File: config.mk
export PLATFORM = sky130hd
export DESIGN_NAME = mem_bus_master
export DESIGN_NICKNAME = d
export VERILOG_FILES = /design/src/rtl/mem_bus_pkg.sv /design/src/rtl/mem_bus_timeout.sv /design/src/rtl/mem_bus_master.sv
export SDC_FILE = /design/constraint.sdc
export NUM_CORES = 1
export LEC_CHECK = 0
export CAP_MARGIN = 20
export CORE_MARGIN = 4
export CORE_UTILIZATION = 36
export DETAILED_ROUTE_END_ITERATION = 6
export GPL_TIMING_DRIVEN = 0
export PLACE_DENSITY = 0.76
export SLEW_MARGIN = 20
export SYNTH_ARGS = -nofsm -noshare
export SYNTH_HDL_FRONTEND = slang
export SYNTH_SLANG_ARGS = --single-unit
File: constraint.sdc
create_clock -name clk -period 4 [get_ports clk]
set_input_delay 0.8 -clock clk [delete_from_list [all_inputs] [get_ports clk]]
set_output_delay 0.8 -clock clk [all_outputs]
set_load 0.02 [all_outputs]
File: src/rtl/mem_bus_pkg.sv
// Shared definitions for the mem_bus_master initiator: FSM encoding and bus constants.
package mem_bus_pkg;

    localparam int MEM_ADDR_W = 32;
    localparam logic [3:0] MEM_STRB_READ = 4'b0000;

    typedef enum logic [1:0] {
        IDLE = 2'd0,
        REQ  = 2'd1,
        RSP  = 2'd2
    } state_t;

endpackage

File: src/rtl/mem_bus_timeout.sv
// Wait-cycle counter for mem_bus_master; only instantiated under MEM_BUS_MASTER_TIMEOUT_EN.
module mem_bus_timeout #(
    parameter int TIMEOUT_CYCLES = 255
) (
    input  logic clk,
    input  logic reset,
    input  logic clear,
    input  logic enable,
    output logic expired
);

    localparam int W = $clog2(TIMEOUT_CYCLES + 1);

    logic [W-1:0] count;

    always_ff @(posedge clk or posedge reset) begin
        if (reset) begin
            count <= '0;
        end else if (clear) begin
            count <= '0;
        end else if (enable) begin
            count <= count + 1'b1;
        end
    end

    // Expiry fires on the TIMEOUT_CYCLES-th not-ready cycle, so the FSM leaves REQ at that edge.
    assign expired = enable && (count == W'(TIMEOUT_CYCLES - 1));

endmodule

File: src/rtl/mem_bus_master.sv
// Single-outstanding picorv32-native bus initiator driven by a command/response stream.
// Optional timeout support is compiled in with MEM_BUS_MASTER_TIMEOUT_EN.
module mem_bus_master
    import mem_bus_pkg::*;
#(
    parameter int CNT_W          = 16,
    parameter int TIMEOUT_CYCLES = 255
) (
    input  logic                  clk,
    input  logic                  reset,
    input  logic                  cmd_valid,
    output logic                  cmd_ready,
    input  logic [MEM_ADDR_W-1:0] cmd_addr,
    input  logic [31:0]           cmd_wdata,
    input  logic [3:0]            cmd_wstrb,
    output logic                  rsp_valid,
    input  logic                  rsp_ready,
    output logic [31:0]           rsp_rdata,
    output logic                  rsp_err,
    output logic                  mem_valid,
    input  logic                  mem_ready,
    output logic [MEM_ADDR_W-1:0] mem_addr,
    output logic [31:0]           mem_wdata,
    output logic [3:0]            mem_wstrb,
    input  logic [31:0]           mem_rdata,
    output logic [CNT_W-1:0]      txn_count,
    output logic [CNT_W-1:0]      err_count
);

    state_t state, state_next;
    logic   accept;
    logic   complete;
    logic   timeout_hit;

    assign cmd_ready = (state == IDLE);
    assign accept    = cmd_valid && cmd_ready;
    // mem_ready only means something while a request is on the bus.
    assign complete  = (state == REQ) && mem_ready;

`ifdef MEM_BUS_MASTER_TIMEOUT_EN
    logic expired;

    mem_bus_timeout #(
        .TIMEOUT_CYCLES(TIMEOUT_CYCLES)
    ) u_timeout (
        .clk    (clk),
        .reset  (reset),
        .clear  (accept),
        .enable ((state == REQ) && !mem_ready),
        .expired(expired)
    );

    assign timeout_hit = expired;

    always_ff @(posedge clk or posedge reset) begin
        if (reset) begin
            rsp_err   <= 1'b0;
            err_count <= '0;
        end else if (complete) begin
            rsp_err <= 1'b0;
        end else if (timeout_hit) begin
            rsp_err <= 1'b1;
            if (err_count != {CNT_W{1'b1}}) begin
                err_count <= err_count + 1'b1;
            end
        end
    end
`else
    assign timeout_hit = 1'b0;
    assign rsp_err     = 1'b0;
    assign err_count   = '0;
`endif

    always_ff @(posedge clk or posedge reset) begin
        if (reset) begin
            state <= IDLE;
        end else begin
            state <= state_next;
        end
    end

    always_comb begin
        state_next = state;
        case (state)
            IDLE:    if (accept) state_next = REQ;
            REQ:     if (complete || timeout_hit) state_next = RSP;
            RSP:     if (rsp_ready) state_next = IDLE;
            default: state_next = IDLE;
        endcase
    end

    always_ff @(posedge clk or posedge reset) begin
        if (reset) begin
            mem_valid <= 1'b0;
            mem_addr  <= '0;
            mem_wdata <= '0;
            mem_wstrb <= '0;
            rsp_valid <= 1'b0;
            rsp_rdata <= '0;
            txn_count <= '0;
        end else begin
            if (accept) begin
                mem_valid <= 1'b1;
                mem_addr  <= cmd_addr & ~32'h0000_0003;
                mem_wdata <= cmd_wdata;
                mem_wstrb <= cmd_wstrb;
            end
            if (complete) begin
                mem_valid <= 1'b0;
                rsp_valid <= 1'b1;
                rsp_rdata <= (mem_wstrb == MEM_STRB_READ) ? mem_rdata : 32'h0;
                txn_count <= txn_count + 1'b1;
            end else if (timeout_hit) begin
                mem_valid <= 1'b0;
                rsp_valid <= 1'b1;
                rsp_rdata <= 32'h0;
            end
            if ((state == RSP) && rsp_ready) begin
                rsp_valid <= 1'b0;
            end
        end
    end

endmodule
==> reports/qor.log, run 1 <==
INFO  timing         timing.clock.skew=5.34ps
INFO  cts            cts-root-to-sink-buffers=2
INFO  pwr            fin_total_pwr=6.40mW
INFO  pwr            power.ir.vdd_worst=0.000450V
INFO  place          portBuffers=219
INFO  synth          synthesized_instance_count=313
INFO  routing        vias=3459
INFO  synth          synth_warnings=0
INFO  worst_setup_path worst-endpoint-required=3200ps
INFO  pwr            internal_power_component=4.32mW
INFO  floorplan      coreArea=0.0128mm²
INFO  routing        detailedRoute.firstPassIterationCount=5
INFO  worst_setup_path cpPeakStageDelay=640ps
INFO  pwr            seq_power_share=0.311
INFO  routing        route.detailed.wl_per_inst=16.7µm
INFO  cts            tritoncts_buffer_count=17
INFO  cts            ctsHtreeMaxLevel=4
INFO  cts            cts.root.buffer_cell=clkbuf_16
INFO  pwr            p_switching=2.08mW
INFO  timing         setup_violations=0
INFO  global_route   grt_usage=0.165
INFO  synth          yosys.area.top_type=dfrtp_1
INFO  synth          yosys-top-cells-count=dfrtp_1, mux2_2, a22o_1
INFO  floorplan      floorplan.io_pins=241
INFO  floorplan      die-area=0.0151mm²
INFO  synth          synthesized_area_divided_by_synthesized_cell_count=15.2µm²
INFO  timing         timing.hold.ws=477ps
INFO  cts            cts_hold_buffers=0
INFO  synth          syn-cell-area=0.00474mm²
INFO  pwr            power.share.combinational=0.419
INFO  timing         relSlewSlack=0.644
INFO  worst_setup_path path_cells=nor2_1, clkdlybuf4s50_1
INFO  flow_run       cap_violations=0
INFO  routing        final_antenna_net_count=0
INFO  worst_setup_path timing.critical_path.fanout_max=7
INFO  routing        drt-total-wl=12600µm
INFO  synth          postSynthRegisterBits=118
INFO  pwr            power.density=807mW/mm²
INFO  floorplan      floorplan.die.height=123µm
INFO  cts            path_clk_slew=50ps
INFO  worst_setup_path critPathArrivalTime=1640ps
INFO  cts            postCtsResizedCells=0
INFO  cts            clkLatencyLatePin=400ps
INFO  pwr            share_clk_of_total_power=0.270
INFO  synth          synthMostInstantiatedCell=dfrtp_1
INFO  synth          synth-edff-count=0
INFO  synth          yosysUniqueCellTypes=34
INFO  worst_setup_path worst-setup-path-type=reg -> out
INFO  global_route   grt_overflow=0
INFO  place          detailedPlacementHpwl=9560µm
INFO  synth          synth-async-reset-ratio=1.00
INFO  floorplan      floorplan.initialDensity=0.371
INFO  worst_setup_path slowest_stage=clkdlybuf4s50_1
INFO  min_path       hold_path_class=reg -> reg
INFO  global_route   grt_first_pass_wirelength=19100µm
INFO  synth          yosys-top-cells-area=dfrtp_1, mux2_4, mux2_2
INFO  timing         worstMarginPinSlew=535ps
INFO  pwr            cellLeakagePower=3.49nW
INFO  global_route   antenna_found_initial=0
INFO  cts            clkSinkCount=118
INFO  synth          synth.yosys.seq_area_share=0.623
INFO  timing         timing_hold_violations_final=0
INFO  routing        first_iter_violations=100
INFO  timing         period_minus_slack=2440ps
INFO  timing         final.period_utilization=0.610
INFO  floorplan      die_width=123µm
INFO  synth          synthDominantCellAreaShare=0.623
INFO  timing         final_report_max_slew_violation_count=0
INFO  cts            clock_tree_from_tritoncts=done
INFO  finish         n_antenna_cell=0
INFO  synth          synth_flop_cell=dfrtp_1
INFO  place          place_ws=1470ps
INFO  worst_setup_path critical_path.startpoint_type=flip-flop
INFO  worst_setup_path end_kind=output port
INFO  timing         grt_setup_unrepaired=false
INFO  global_route   grt_max_degree=61
INFO  run_status     status=completed
INFO  timing         postLayoutSetupSlackWorst=1560ps
INFO  routing        remaining_drc_errors=0
INFO  pwr            switching_share=0.325
INFO  finish         areaGrowthSynthToFinish=67.2%
INFO  finish         fin_nets=676
INFO  place          place_congestion=0.731
INFO  floorplan      placementRows=41
INFO  cts            cts_setup_buffers=0
INFO  finish         final_layout_size_suffix_gt1_frac=0.233
INFO  finish         fill_cells=990
INFO  routing        post_drt_via_cell_ratio=4.58
INFO  global_route   first_global_vias=3692
INFO  timing         max_freq=410MHz
cells in the final DEF (no fill, tap or decap), types with 2 or more instances in the layout:
master           instances
clkdlybuf4s50_1        219
clkbuf_1                 3
mux2_2                  37
buf_6                    4
clkinvlp_4               2
xnor2_1                 14
mux2_4                  29
inv_1                    2
buf_2                    4
buf_4                   23
conb_1                  19
a22o_1                  32
inv_6                    2
bufinv_16                6
nand4_1                  3
and3_1                   2
nor2_1                   7
clkbuf_16               17
nand3_1                  3
nand2_1                 12
clkinv_4                 5
dfrtp_1                118
final timing paths:
check	startpoint	to	slack [ps]	depth (start not counted)
max	state[0]	cmd_ready	1560	2
min	mem_valid	mem_valid	480	1
max reg2reg	state[0]	mem_wdata[6]	2270	6
min reg2reg	mem_valid	mem_valid	480	1
max in group asynchronous	reset	mem_valid	2520	3
min in group asynchronous	reset	mem_wdata[5]	830	2
stage by stage:
step	cell area (µm²)	utilization	std cells	setup TNS, ps
finish	7930	0.621	755	0
global route	7930	0.621	755	0
CTS	7930	0.621	755	0
detailed placement	7250	0.568	723	0
global placement	7220	0.565	722	-169690
floorplan	4810	-	331	0
power groups by stage:
stage	logic, mW	registers, mW	clock network [mW]
finish	2.68	1.99	1.73
global route	2.83	2.06	1.82
CTS	2.71	2.00	1.77
detailed placement	2.71	2.00	0
global placement	2.66	1.98	0
floorplan	0.865	2.54	0
per-layer routing:
layer,share of wire,global-route usage,up-vias
met1,0.38,0.186,1697
met5,0,0,-
met2,0.51,0.279,162
li1,-,-,1585
met4,0.011,0.0518,0
met3,0.10,0.0774,15
sequential cells by signal, summed over array words and instances, names as in the netlist:
signal     cells
mem_wdata     32
rsp_rdata     32
mem_addr      30
txn_count     16
mem_wstrb      4
state          2
mem_valid      1
rsp_valid      1
critical path: cells and delay by family, from the launching register on:
family	cells	cell delay, ps
buffers and inverters	1	640
and+or+nand+nor	1	160
DFF	1	440
kinds of logic (layout without fill, tap and decap cells):
kind of cell    count (synthesis)  in the layout  share of synthesized area
flops                         118            118                      0.623
compound gates                 36             36                     0.0644
other cells                     1             19                   0.000791
mux                            66             66                      0.180
simple gates                   38             38                     0.0464
fa+ha+maj                       1              1                    0.00264
xor+xnor                       15             15                     0.0277
buf+inv                        38            290                     0.0559
layout make-up:
class                   count  area (µm²)  area share
well taps                 172         215      0.0271
repair buffers            220        2220       0.280
inverters                   3        16.3     0.00205
plain buffers              35         254      0.0320
clock buffers              17         425      0.0537
multi-input cells         175        1590       0.201
clock inverters            15         253      0.0319
flip-flops and latches    118        2950       0.372
(Power assumes the default switching activity.)
==> run 2: changes to the inputs <==
clock period = 2.2 ns   (was 4 ns; I/O delays follow)
==> run 2 against run 1 <==
Against the previous run:
- via count decreased by 1.2%
- critical path depth stayed put
- cell count is 0.26% higher
- non-clock buffer count grew 2
- utilization decreased by 0.54 points
- combinational power is 82% higher
- register-to-register slack worse by 1900 ps
- global-route usage grew 0.48 points
- largest cell class unchanged
==> reports/qor.log, run 2 (synthesized netlist as in run 1, its figures left out) <==
INFO  run_status     status=completed [unchanged]
INFO  floorplan      die-area=0.0151mm² [unchanged]
INFO  routing        first_iter_violations=140 [was 100]
INFO  place          detailedPlacementHpwl=9620µm [was 9560 µm]
INFO  routing        vias=3417 [was 3459]
INFO  pwr            share_clk_of_total_power=0.237 [was 0.270]
INFO  global_route   grt_max_degree=38 [was 61]
INFO  timing         relSlewSlack=0.558 [was 0.644]
INFO  worst_setup_path r2r_slack=420ps [was 2270 ps]
INFO  timing         max_freq=479MHz
INFO  timing         timing.hold.ws=429ps [was 477 ps]
INFO  min_path       hold_path_class=in -> async [was reg -> reg]
INFO  worst_setup_path worst-endpoint-required=1760ps [was 3200 ps]
INFO  worst_setup_path timing.critical_path.buf_inv=1 [unchanged]
INFO  worst_setup_path slowest_stage=clkdlybuf4s50_1 [unchanged]
INFO  routing        drt-total-wl=12700µm [was 12600 µm]
INFO  pwr            switching_share=0.340 [was 0.325]
INFO  cts            cts.root.buffer_cell=clkbuf_16 [unchanged]
INFO  timing         setup_violations=0 [unchanged]
INFO  finish         layout_commonest_cell=clkdlybuf4s50_1 [unchanged]
INFO  routing        detailedRoute.firstPassIterationCount=4 [was 5]
INFO  cts            clkLatencyLatePin=400ps [about the same]
INFO  cts            clock_tree_from_tritoncts=done [unchanged]
INFO  flow_run       cap_violations=0 [unchanged]
INFO  finish         mostFrequentLayoutCells=clkdlybuf4s50_1, dfrtp_1, mux2_2 [unchanged]
INFO  timing         final.period_utilization=0.949
INFO  timing         worstMarginPinSlew=663ps [was 535 ps]
INFO  place          portBuffers=219 [unchanged]
INFO  pwr            seq_power_share=0.324 [was 0.311]
INFO  pwr            p_switching=3.78mW [was 2.08 mW]
INFO  timing         grt_setup_unrepaired=false [unchanged]
INFO  worst_setup_path ff2ff_path_depth=4 [was 6]
INFO  timing         timing.clock.skew=6.97ps [was 5.34 ps]
INFO  worst_setup_path critical_path.startpoint_type=flip-flop [unchanged]
INFO  pwr            power.share.combinational=0.439 [was 0.419]
INFO  finish         final_area=0.00786mm² [was 0.00793 mm²]
INFO  worst_setup_path regToRegEndpoint=rsp_rdata[0] [was mem_wdata[6]]
INFO  finish         post-route-util=0.615 [was 0.621]
INFO  worst_setup_path worst-setup-path-type=reg -> out [unchanged]
INFO  finish         final_layout_size_suffix_gt1_frac=0.236 [was 0.233]
INFO  finish         layoutNonFillerInstCount=757 [was 755]
INFO  global_route   antenna_found_initial=0 [unchanged]
INFO  cts            clkSinkCount=118 [unchanged]
INFO  cts            cts-root-to-sink-buffers=2 [unchanged]
INFO  cts            ctsHtreeMaxLevel=4 [unchanged]
INFO  finish         area_of_combinational_cells_with_multiple_inputs=0.00159mm² [unchanged]
INFO  finish         areaGrowthSynthToFinish=65.7% [was 67.2%]
INFO  finish         n_antenna_cell=0 [unchanged]
INFO  floorplan      floorplan.die.height=123µm [unchanged]
INFO  worst_setup_path end_kind=output port [unchanged]
INFO  global_route   first_global_vias=3781 [was 3692]
INFO  pwr            internal_power_component=7.35mW [was 4.32 mW]
INFO  finish         sequential_cell_area=0.00295mm² [unchanged]
INFO  finish         fin_nets=678 [was 676]
INFO  finish         biggest_registers_after_layout=mem_wdata (32), rsp_rdata (32), mem_addr (30) [unchanged]
INFO  cts            cts_hold_buffers=0 [unchanged]
INFO  floorplan      floorplan.io_pins=241 [unchanged]
INFO  timing         timing_hold_violations_final=0 [unchanged]
INFO  worst_setup_path path_cells=nor2_1, clkdlybuf4s50_1 [unchanged]
INFO  place          postPlaceCellArea=0.00728mm² [was 0.00725 mm²]
INFO  timing         final_report_max_slew_violation_count=0 [unchanged]
INFO  routing        final_antenna_net_count=0 [unchanged]
INFO  global_route   grt_first_pass_wirelength=19600µm [was 19100 µm]
INFO  floorplan      floorplan.initialDensity=0.371 [unchanged]
INFO  timing         period_minus_slack=2090ps
INFO  routing        route.detailed.wl_per_inst=16.7µm [about the same]
INFO  floorplan      placementRows=41 [unchanged]
INFO  worst_setup_path cpPeakStageDelay=650ps [was 640 ps]
INFO  place          place_inst=725 [was 723]
INFO  worst_setup_path timing.critical_path.fanout_max=7 [unchanged]
INFO  worst_setup_path critPathArrivalTime=1650ps [was 1640 ps]
INFO  worst_setup_path regToRegStartpoint=state[1] [was state[0]]
INFO  routing        post_drt_via_cell_ratio=4.51 [was 4.58]
INFO  pwr            cellLeakagePower=3.45nW [was 3.49 nW]
INFO  worst_setup_path top_cell_family_by_delay_on_the_critical_path=buffers and inverters [unchanged]
INFO  place          place_congestion=0.779 [was 0.731]
INFO  routing        remaining_drc_errors=0 [unchanged]
INFO  global_route   grt_usage=0.170 [was 0.165]
INFO  cts            path_clk_slew=60ps [was 50 ps]
INFO  cts            tritoncts_buffer_count=17 [unchanged]
INFO  global_route   grt_overflow=0 [unchanged]
INFO  floorplan      coreArea=0.0128mm² [unchanged]
INFO  floorplan      die_width=123µm [unchanged]
INFO  cts            postCtsResizedCells=0 [unchanged]
INFO  finish         fill_cells=1002 [was 990]
INFO  pwr            power.density=1420mW/mm² [was 807 mW/mm²]
INFO  worst_setup_path critical_path_cell_count=2 [unchanged]
INFO  cts            cts_setup_buffers=0 [unchanged]
INFO  pwr            power.ir.vdd_worst=0.000671V [was 0.000450 V]
[run 2: metal layers]
layer	vias up	part of all wire	GRT usage	wire, µm
li1	1584	-	-	-
met1	1648	0.38	0.192	4880
met2	164	0.50	0.293	6390
met3	21	0.088	0.0562	1110
met4	0	0.023	0.0749	286
met5	-	0	0	0
[run 2: stage by stage]
stage / total power [mW] / worst slack (ps) / TNS [ps]
global route: 11.7 / 47.4 / 0
global placement: 8.44 / -710 / -83280
floorplan: 6.19 / 319 / 0
detailed placement: 8.57 / -179 / -1610
finish: 11.1 / 113 / 0
CTS: 11.3 / 90.7 / 0
[run 2: power groups by stage]
stage          Clock, mW  Combinational (mW)  Sequential, mW
3_5_place_dp           0                4.95            3.63
4_1_cts             2.69                4.96            3.62
2_1_floorplan          0                1.57            4.61
3_3_place_gp           0                4.85            3.59
6_report            2.64                4.88            3.61
5_1_grt             2.81                5.17            3.72
[run 2: final cells by class]
type / instances / share of cell area
Buffer: 35 / 0.0323
Clock buffer: 19 / 0.0576
Clock inverter: 13 / 0.0159
Inverter: 3 / 0.00191
Multi-Input combinational cell: 175 / 0.203
Sequential cell: 118 / 0.376
Tap cell: 172 / 0.0274
Timing Repair Buffer: 222 / 0.287
[run 2: worst max-delay path by stage]
stage	startpoint	slack [ps]	endpoint
CTS	state[0]	90	cmd_ready
finish	state[0]	110	cmd_ready
floorplan	reset	320	mem_addr[10]
detailed placement	mem_ready	-180	state[1]
global route	state[0]	50	cmd_ready
global placement	reset	-710	mem_addr[31]
